--- config.mk ---
export PLATFORM = sky130hd
export DESIGN_NAME = wb_writeback
export DESIGN_NICKNAME = d
export VERILOG_FILES = /design/src/rtl/wb_writeback.sv
export SDC_FILE = /design/constraint.sdc
export NUM_CORES = 1
export LEC_CHECK = 0
export ABC_AREA = 1
export ABC_CLOCK_PERIOD_IN_PS = 3300
export CAP_MARGIN = 30
export CELL_PAD_IN_SITES_DETAIL_PLACEMENT = 1
export CELL_PAD_IN_SITES_GLOBAL_PLACEMENT = 2
export CORE_MARGIN = 2
export CORE_UTILIZATION = 23
export CTS_CLUSTER_SIZE = 40
export DETAILED_ROUTE_END_ITERATION = 8
export HOLD_SLACK_MARGIN = 0.06
export PLACE_DENSITY_LB_ADDON = 0.1
export REMOVE_ABC_BUFFERS = 1
export SKIP_LAST_GASP = 1
export SYNTH_ARGS = -nofsm -noshare
export SYNTH_HDL_FRONTEND = slang
export SYNTH_SLANG_ARGS = --single-unit
--- constraint.sdc ---
create_clock -name clk -period 3.3 [get_ports clk]
set_input_delay 0.66 -clock clk [delete_from_list [all_inputs] [get_ports clk]]
set_output_delay 0.66 -clock clk [all_outputs]
set_load 0.03 [all_outputs]
--- src/rtl/wb_writeback.sv ---
// Write-back stage: selects the register-file write value, and for loads
// issues one memory read, extracts the addressed byte/halfword/word and writes it back.
module wb_writeback #(
    parameter int unsigned TIMEOUT = 255
) (
    input  logic        clk,
    input  logic        rst,
    input  logic        in_valid,
    output logic        in_ready,
    input  logic [1:0]  in_sel,
    input  logic [4:0]  in_rd,
    input  logic [31:0] in_pc,
    input  logic [31:0] in_alu,
    input  logic [31:0] in_imm,
    input  logic [2:0]  in_funct3,
    output logic        mem_req,
    output logic [31:0] mem_addr,
    input  logic        mem_gnt,
    input  logic        mem_rvalid,
    input  logic [31:0] mem_rdata,
    output logic        rf_we,
    output logic [4:0]  rf_waddr,
    output logic [31:0] rf_wdata,
    output logic        done,
    output logic        err
);

    typedef enum logic [1:0] {
        S_IDLE,
        S_REQ,
        S_WAIT,
        S_WB
    } state_t;

    localparam logic [7:0] CNT_LAST = 8'(TIMEOUT - 1);

    state_t      state_q, state_d;
    logic [4:0]  rd_q, rd_d;
    logic [31:0] data_q, data_d;
    logic [31:0] addr_q, addr_d;
    logic [2:0]  funct3_q, funct3_d;
    logic [1:0]  lane_q, lane_d;
    logic [7:0]  cnt_q, cnt_d;
    logic        err_q, err_d;

    logic        load_bad;
    logic [31:0] lane_shifted;
    logic [15:0] half_word;
    logic [31:0] load_data;

    // Illegal funct3 or an access that crosses its natural alignment.
    always_comb begin
        load_bad = 1'b0;
        unique case (in_funct3)
            3'b000, 3'b100: load_bad = 1'b0;
            3'b001, 3'b101: load_bad = in_alu[0];
            3'b010:         load_bad = (in_alu[1:0] != 2'b00);
            default:        load_bad = 1'b1;
        endcase
    end

    always_comb begin
        lane_shifted = mem_rdata >> {lane_q, 3'b000};
        half_word    = lane_q[1] ? mem_rdata[31:16] : mem_rdata[15:0];
        load_data    = mem_rdata;
        unique case (funct3_q)
            3'b000:  load_data = {{24{lane_shifted[7]}}, lane_shifted[7:0]};
            3'b100:  load_data = {24'h000000, lane_shifted[7:0]};
            3'b001:  load_data = {{16{half_word[15]}}, half_word};
            3'b101:  load_data = {16'h0000, half_word};
            default: load_data = mem_rdata;
        endcase
    end

    always_comb begin
        state_d  = state_q;
        rd_d     = rd_q;
        data_d   = data_q;
        addr_d   = addr_q;
        funct3_d = funct3_q;
        lane_d   = lane_q;
        cnt_d    = cnt_q;
        err_d    = 1'b0;

        unique case (state_q)
            S_IDLE: begin
                if (in_valid) begin
                    rd_d     = in_rd;
                    funct3_d = in_funct3;
                    lane_d   = in_alu[1:0];
                    addr_d   = {in_alu[31:2], 2'b00};
                    cnt_d    = 8'd0;
                    unique case (in_sel)
                        2'b01: begin
                            data_d  = in_pc + 32'd4;
                            state_d = S_WB;
                        end
                        2'b10: begin
                            data_d  = in_alu;
                            state_d = S_WB;
                        end
                        2'b11: begin
                            data_d  = in_imm;
                            state_d = S_WB;
                        end
                        default: begin
                            if (load_bad) begin
                                err_d = 1'b1;
                            end else begin
                                state_d = S_REQ;
                            end
                        end
                    endcase
                end
            end
            // A grant in the final allowed cycle still aborts: no cycle would remain for the data.
            S_REQ: begin
                cnt_d = cnt_q + 8'd1;
                if (cnt_q == CNT_LAST) begin
                    state_d = S_IDLE;
                    err_d   = 1'b1;
                end else if (mem_gnt) begin
                    state_d = S_WAIT;
                end
            end
            S_WAIT: begin
                cnt_d = cnt_q + 8'd1;
                if (mem_rvalid) begin
                    data_d  = load_data;
                    state_d = S_WB;
                end else if (cnt_q == CNT_LAST) begin
                    state_d = S_IDLE;
                    err_d   = 1'b1;
                end
            end
            default: begin
                state_d = S_IDLE;
            end
        endcase
    end

    always_ff @(posedge clk or posedge rst) begin
        if (rst) begin
            state_q  <= S_IDLE;
            rd_q     <= 5'd0;
            data_q   <= 32'd0;
            addr_q   <= 32'd0;
            funct3_q <= 3'd0;
            lane_q   <= 2'd0;
            cnt_q    <= 8'd0;
            err_q    <= 1'b0;
        end else begin
            state_q  <= state_d;
            rd_q     <= rd_d;
            data_q   <= data_d;
            addr_q   <= addr_d;
            funct3_q <= funct3_d;
            lane_q   <= lane_d;
            cnt_q    <= cnt_d;
            err_q    <= err_d;
        end
    end

    assign in_ready = (state_q == S_IDLE);
    assign mem_req  = (state_q == S_REQ);
    assign mem_addr = addr_q;
    assign rf_we    = (state_q == S_WB) && (rd_q != 5'd0);
    assign rf_waddr = rd_q;
    assign rf_wdata = data_q;
    assign done     = (state_q == S_WB);
    assign err      = err_q;

endmodule

### Word-level counts from Yosys, hierarchy flattened

Cells that the tools add are included.

* register bits after elaboration: 83
* bits in latches: 0
* memory bits (writable): 0
* bits in read-only memories: 0
* input port bits: 143
* output and inout bits: 74
* logic and storage cells: 70
* memories: 0

* add/sub/neg operators: 2
* multipliers: 0
* divide/modulo/power cells: 0
* order comparisons: 0
* equality and inequality tests: 20
* shift operators: 1
* multiplexer cells: 23
* bitwise logic cells: 0
* reduce and logical (&&, ||, !) cells: 16

Operators with widths (number)
* $pmux W32 S4: 1
* $pmux W32 S3: 1
* $mux W32: 2
* $pmux W32 S2: 1
* $add A32 B3 Y32 const B: 1
* $shr A32 B5 Y8: 1
* $mux W16: 1
* $pmux W8 S2: 1
* $mux W2: 7
* $eq A3 B3 Y1 const B: 4
* $add A8 B1 Y8 const B: 1
* $eq A2 B2 Y1 const B: 4
* $eq A8 B8 Y1 const B: 1
* $mux W8: 1
* $reduce_and A4 Y1: 2
* $eq A3 B1 Y1 const B: 2
* $logic_not A3 Y1: 2
* $ne A3 B3 Y1 const B: 2
* $pmux W1 S3: 2
* $pmux W2 S3: 1
* $reduce_bool A2 Y1: 3
* $reduce_or A2 Y1: 3
* $mux W1: 5
* $reduce_bool A5 Y1: 1
* 9 further kinds: 12

### Depth between registers and ports, before layout

Gate-level depths: netlist (run 1).

* word-level depth: 7
* gate-level depth with buffers: 13
* depth with buffers taken out: 12

### Worst setup path after synthesis (run 1)

OpenSTA, ideal clock, no wires.

* path kind: reg2out
* from: register rd_q[1] (netlist: rf_waddr[1])
* to: output port rf_we
* arrival: 1.302 ns
* required time: 2.640 ns
* slack: 1.338 ns
* cell stages (with the launch flop): 4
* path buffers: 0
* cell sequence: dfrtp_1 > or4_1 > o21ai_0 > inv_1

* longest elaborated chain between the ends: 2

Ends and longest elaborated chain
* start: declaration: RTL line 38 `logic [4:0] rd_q, rd_d;`
* start signal: assignment: RTL line 154 `rd_q <= rd_d;`
* $reduce_bool A5 Y1: RTL line 167 `assign rf_we = (state_q == S_WB) && (rd_q != 5'd0);`
* $logic_and A1 B1 Y1: RTL line 167
* end: declaration: RTL line 21 `output logic rf_we,`

No other way between the ends.

### Final worst setup path (run 1)

Ends and elaborated chain as after synthesis.

==> results.py, run 1 <==
metrics = {
    "outcome": {
        "status": "finished, final reports clean",
    },
    "synth": {
        "ys_types": 35,
        "ys_warn_count": 0,
        "yosysSeqAreaShare_pct": 35.1,
        "netlist.area_leader.share_pct": 35.1,
        "synth_commonest_cells": "nand2_1, inv_1, dfrtp_1",
        "yosys.area.top_type": "dfrtp_1",
        "synth_seq_cells": 83,
        "synth_ff_type": "dfrtp_1",
        "netlist_top_cells_area": "dfrtp_1, nand2_1, inv_1",
        "synth.most_common_cell": "nand2_1",
        "synth_cells": 929,
        "synthArstFlopShare_pct": 100,
        "synth_edf_count": 0,
        "syn_area_sq_um": 5920,
        "synth_area_per_cell_sq_um": 6.38,
    },
    "floorplanning": {
        "dieArea_sq_um": 27100,
        "num_rows": 58,
        "start_util_pct": 23.5,
        "core_area_sq_um": 25300,
        "io-pin-count": 217,
        "die_y_um": 164,
        "fp.dieW_um": 164,
    },
    "power": {
        "combinationalPowerShare_pct": 59.8,
        "power.share.switching_pct": 49.6,
        "powerDensity_nw_per_um2": 867,
        "p_seq_share_pct": 24.2,
        "power.switching_mw": 3.75,
        "cellLeakagePower_nw": 4.15,
        "p_total_mw": 7.55,
        "p_int_mw": 3.81,
        "irDropWorstVdd_v": 0.000352,
        "pwr-share-clk_pct": 16.0,
    },
    "cts": {
        "cts_tree": "done",
        "htreeDepth": 3,
        "root_buffer": "clkbuf_16",
        "cts_num_sinks": 83,
        "post-cts-setup-buffer-count": 0,
        "insertion_delay_ns": 0.36,
        "postCtsHoldBufs": 0,
        "clkSlewWorstSetupHoldPaths_ns": 0.08,
        "cts-resized-gates": 0,
        "cts_inserted_buffers": 9,
        "ctsLongestPathBuffers": 2,
    },
    "drt": {
        "avgViaCountPerCell": 4.61,
        "post_drt_wl_per_cell_um": 18.3,
        "dr_wl_met2_um": 12500,
        "initialDrtViolationCount": 315,
        "wl_um": 26800,
        "vias": 6728,
        "wl_met3_um": 1220,
        "met1_length_um": 12800,
        "ant_nets": 0,
        "highest_layer": "met4",
        "drcViolationCount": 0,
        "firstDrtPassIters": 4,
    },
    "timing": {
        "fin_setup_tns_ns": 0,
        "rsz0062_at_grt": "false",
        "setup_viol": 0,
        "drv_slew": 0,
        "tightest_slew_ns": 0.897,
        "slew_headroom_pct": 40.2,
        "fin_crit_sh_pct": 86.3,
        "min_period_ns": 2.85,
        "whs_ns": 0.485,
        "finalHoldViolCount": 0,
        "max_freq_mhz": 351,
        "fin_ws_ns": 0.452,
        "clock_skew_ns": 0.00818,
    },
    "min_path": {
        "min_from": "mem_addr[26]",
        "hp-class": "flip-flop to flip-flop",
    },
    "flow_run": {
        "max_cap_viol_count": 0,
    },
    "critical_path": {
        "required_ns": 2.64,
        "cp.arrival_ns": 2.19,
        "start_kind": "flip-flop",
        "critPathCaptureType": "output port",
        "rr_startpoint": "state_q[0]",
        "worst-setup-path-type": "flip-flop to output port",
        "critical_path.max_fanout": 3,
        "startpoint": "rf_waddr[1]",
    },
    "layout": {
        "layout.nets": 1277,
        "fill_cells": 3184,
        "area_growth_pct": 47.1,
        "drive_gt1_share_pct": 5.58,
    },
    "global_route": {
        "grt_pass1_wl_um": 41400,
        "grt-ovfl-total": 0,
        "grt_start_max_net_pins": 54,
        "grt_pass1_vias": 7096,
        "track_usage_pct": 20.2,
        "antenna_found_initial": 1,
    },
    "place": {
        "place_ws_ns": 0.181,
        "routabilityCongestion": 0.783,
        "io_buffers": 214,
        "hpwl_um": 20600,
    },
}
## metal layers
| layer | GRT usage (%) | vias up |
|---|---|---|
| met2 | 33.4 | 142 |
| met5 | 0 | - |
| met4 | 4.39 | 0 |
| met1 | 27.8 | 3217 |
| met3 | 3.01 | 14 |
| li1 | - | 3355 |
## path summary, 6_finish.rpt
kind	slack (ns)	cells after the start	end
setup / recovery	0.45	4	rf_we
hold / removal	0.48	2	mem_addr[26]
setup reg to reg	0.74	7	rf_wdata[2]
hold reg to reg	0.48	2	mem_addr[26]
max in group asynchronous	1.77	3	mem_addr[3]
min in group asynchronous	0.78	2	mem_addr[19]
## kinds of logic after synthesis
logic type                 share of synthesized area (%)
adders and majority gates                           2.11
other                                             0.0633
and+or+nand+nor                                     37.9
AOI/OAI and AO/OA                                   14.7
xor gates and xnor gates                           0.296
DFF                                                 35.1
buffers and inverters                               9.91
## per-stage QoR
stage | cells | cell area, sq um | utilization [%]
floorplan | 886 | 5720 | -
global placement | 1443 | 8380 | 33.2
detailed placement | 1443 | 8380 | 33.2
CTS | 1459 | 8710 | 34.5
global route | 1459 | 8710 | 34.5
finish | 1460 | 8710 | 34.5
## power groups by stage
stage / sequential (mW) / clock, mW / combinational (mW)
6_report: 1.83 / 1.21 / 4.52
5_1_grt: 1.90 / 1.27 / 5.03
4_1_cts: 1.84 / 1.24 / 4.61
3_5_place_dp: 1.85 / 0 / 4.60
3_3_place_gp: 1.85 / 0 / 4.55
2_1_floorplan: 2.60 / 0 / 1.83
## final cells by class
cell class / instances / area, sq um / share of cell area [%]
antenna: 1 / 2.50 / 0.0287
sequential: 83 / 2080 / 23.8
timing repair buffer: 227 / 2240 / 25.7
multi-input combinational: 703 / 3270 / 37.5
clock inverter: 7 / 106 / 1.22
inverter: 100 / 378 / 4.34
clock buffer: 9 / 225 / 2.59
tap: 330 / 413 / 4.74
## state kept, by name, summed over array words and instances (netlist names)
signal / count
err: 1
rf_wdata: 32
rf_waddr: 5
state_q: 2
funct3_q: 3
cnt_q: 8
mem_addr: 30
lane_q: 2
## cell usage in the layout, fill, tap and decap left out, types with 4 or more instances in the layout
master / netlist / final
clkbuf_16: 0 / 9
nand3_1: 45 / 45
a221oi_1: 16 / 16
o21ai_0: 51 / 51
or2_2: 8 / 8
nor3_1: 5 / 5
nand2_2: 4 / 5
nor2_2: 7 / 8
inv_1: 95 / 94
o21ai_1: 10 / 10
nand2_1: 397 / 396
nor2_4: 4 / 4
inv_2: 5 / 5
o211ai_1: 14 / 14
nand4_1: 9 / 9
a21oi_1: 48 / 48
ha_1: 10 / 9
nor2_1: 47 / 46
clkdlybuf4s50_1: 0 / 214
buf_4: 4 / 13
nand3b_1: 12 / 12
dfrtp_1: 83 / 83
## critical path, cell delays in order, from the launching register on
cell and delay [ns]:
dfrtp_1 0.41, or4_1 0.59, o21ai_0 0.18, inv_1 0.05, clkdlybuf4s50_1 0.58
Note: power is estimated with default switching activity, not from simulation.
==> run 2, diff against run 1 <==
--- a/config.mk
+++ b/config.mk
@@ -12,6 +12,7 @@
 export CELL_PAD_IN_SITES_GLOBAL_PLACEMENT = 2
 export CORE_MARGIN = 2
 export CORE_UTILIZATION = 23
+export CTS_BUF_LIST = sky130_fd_sc_hd__clkbuf_8 sky130_fd_sc_hd__clkbuf_16
 export CTS_CLUSTER_SIZE = 40
 export DETAILED_ROUTE_END_ITERATION = 8
 export HOLD_SLACK_MARGIN = 0.06
==> results of run 2 <==
The final DEF is identical to that of run 1; final timing and power are the same.
==> run 3, diff against run 2 <==
--- a/config.mk
+++ b/config.mk
@@ -13,6 +13,7 @@
 export CORE_MARGIN = 2
 export CORE_UTILIZATION = 23
 export CTS_BUF_LIST = sky130_fd_sc_hd__clkbuf_8 sky130_fd_sc_hd__clkbuf_16
+export CTS_CLUSTER_DIAMETER = 120
 export CTS_CLUSTER_SIZE = 40
 export DETAILED_ROUTE_END_ITERATION = 8
 export HOLD_SLACK_MARGIN = 0.06
==> results of run 3 <==
The final DEF is identical to that of run 1; final timing and power are the same.
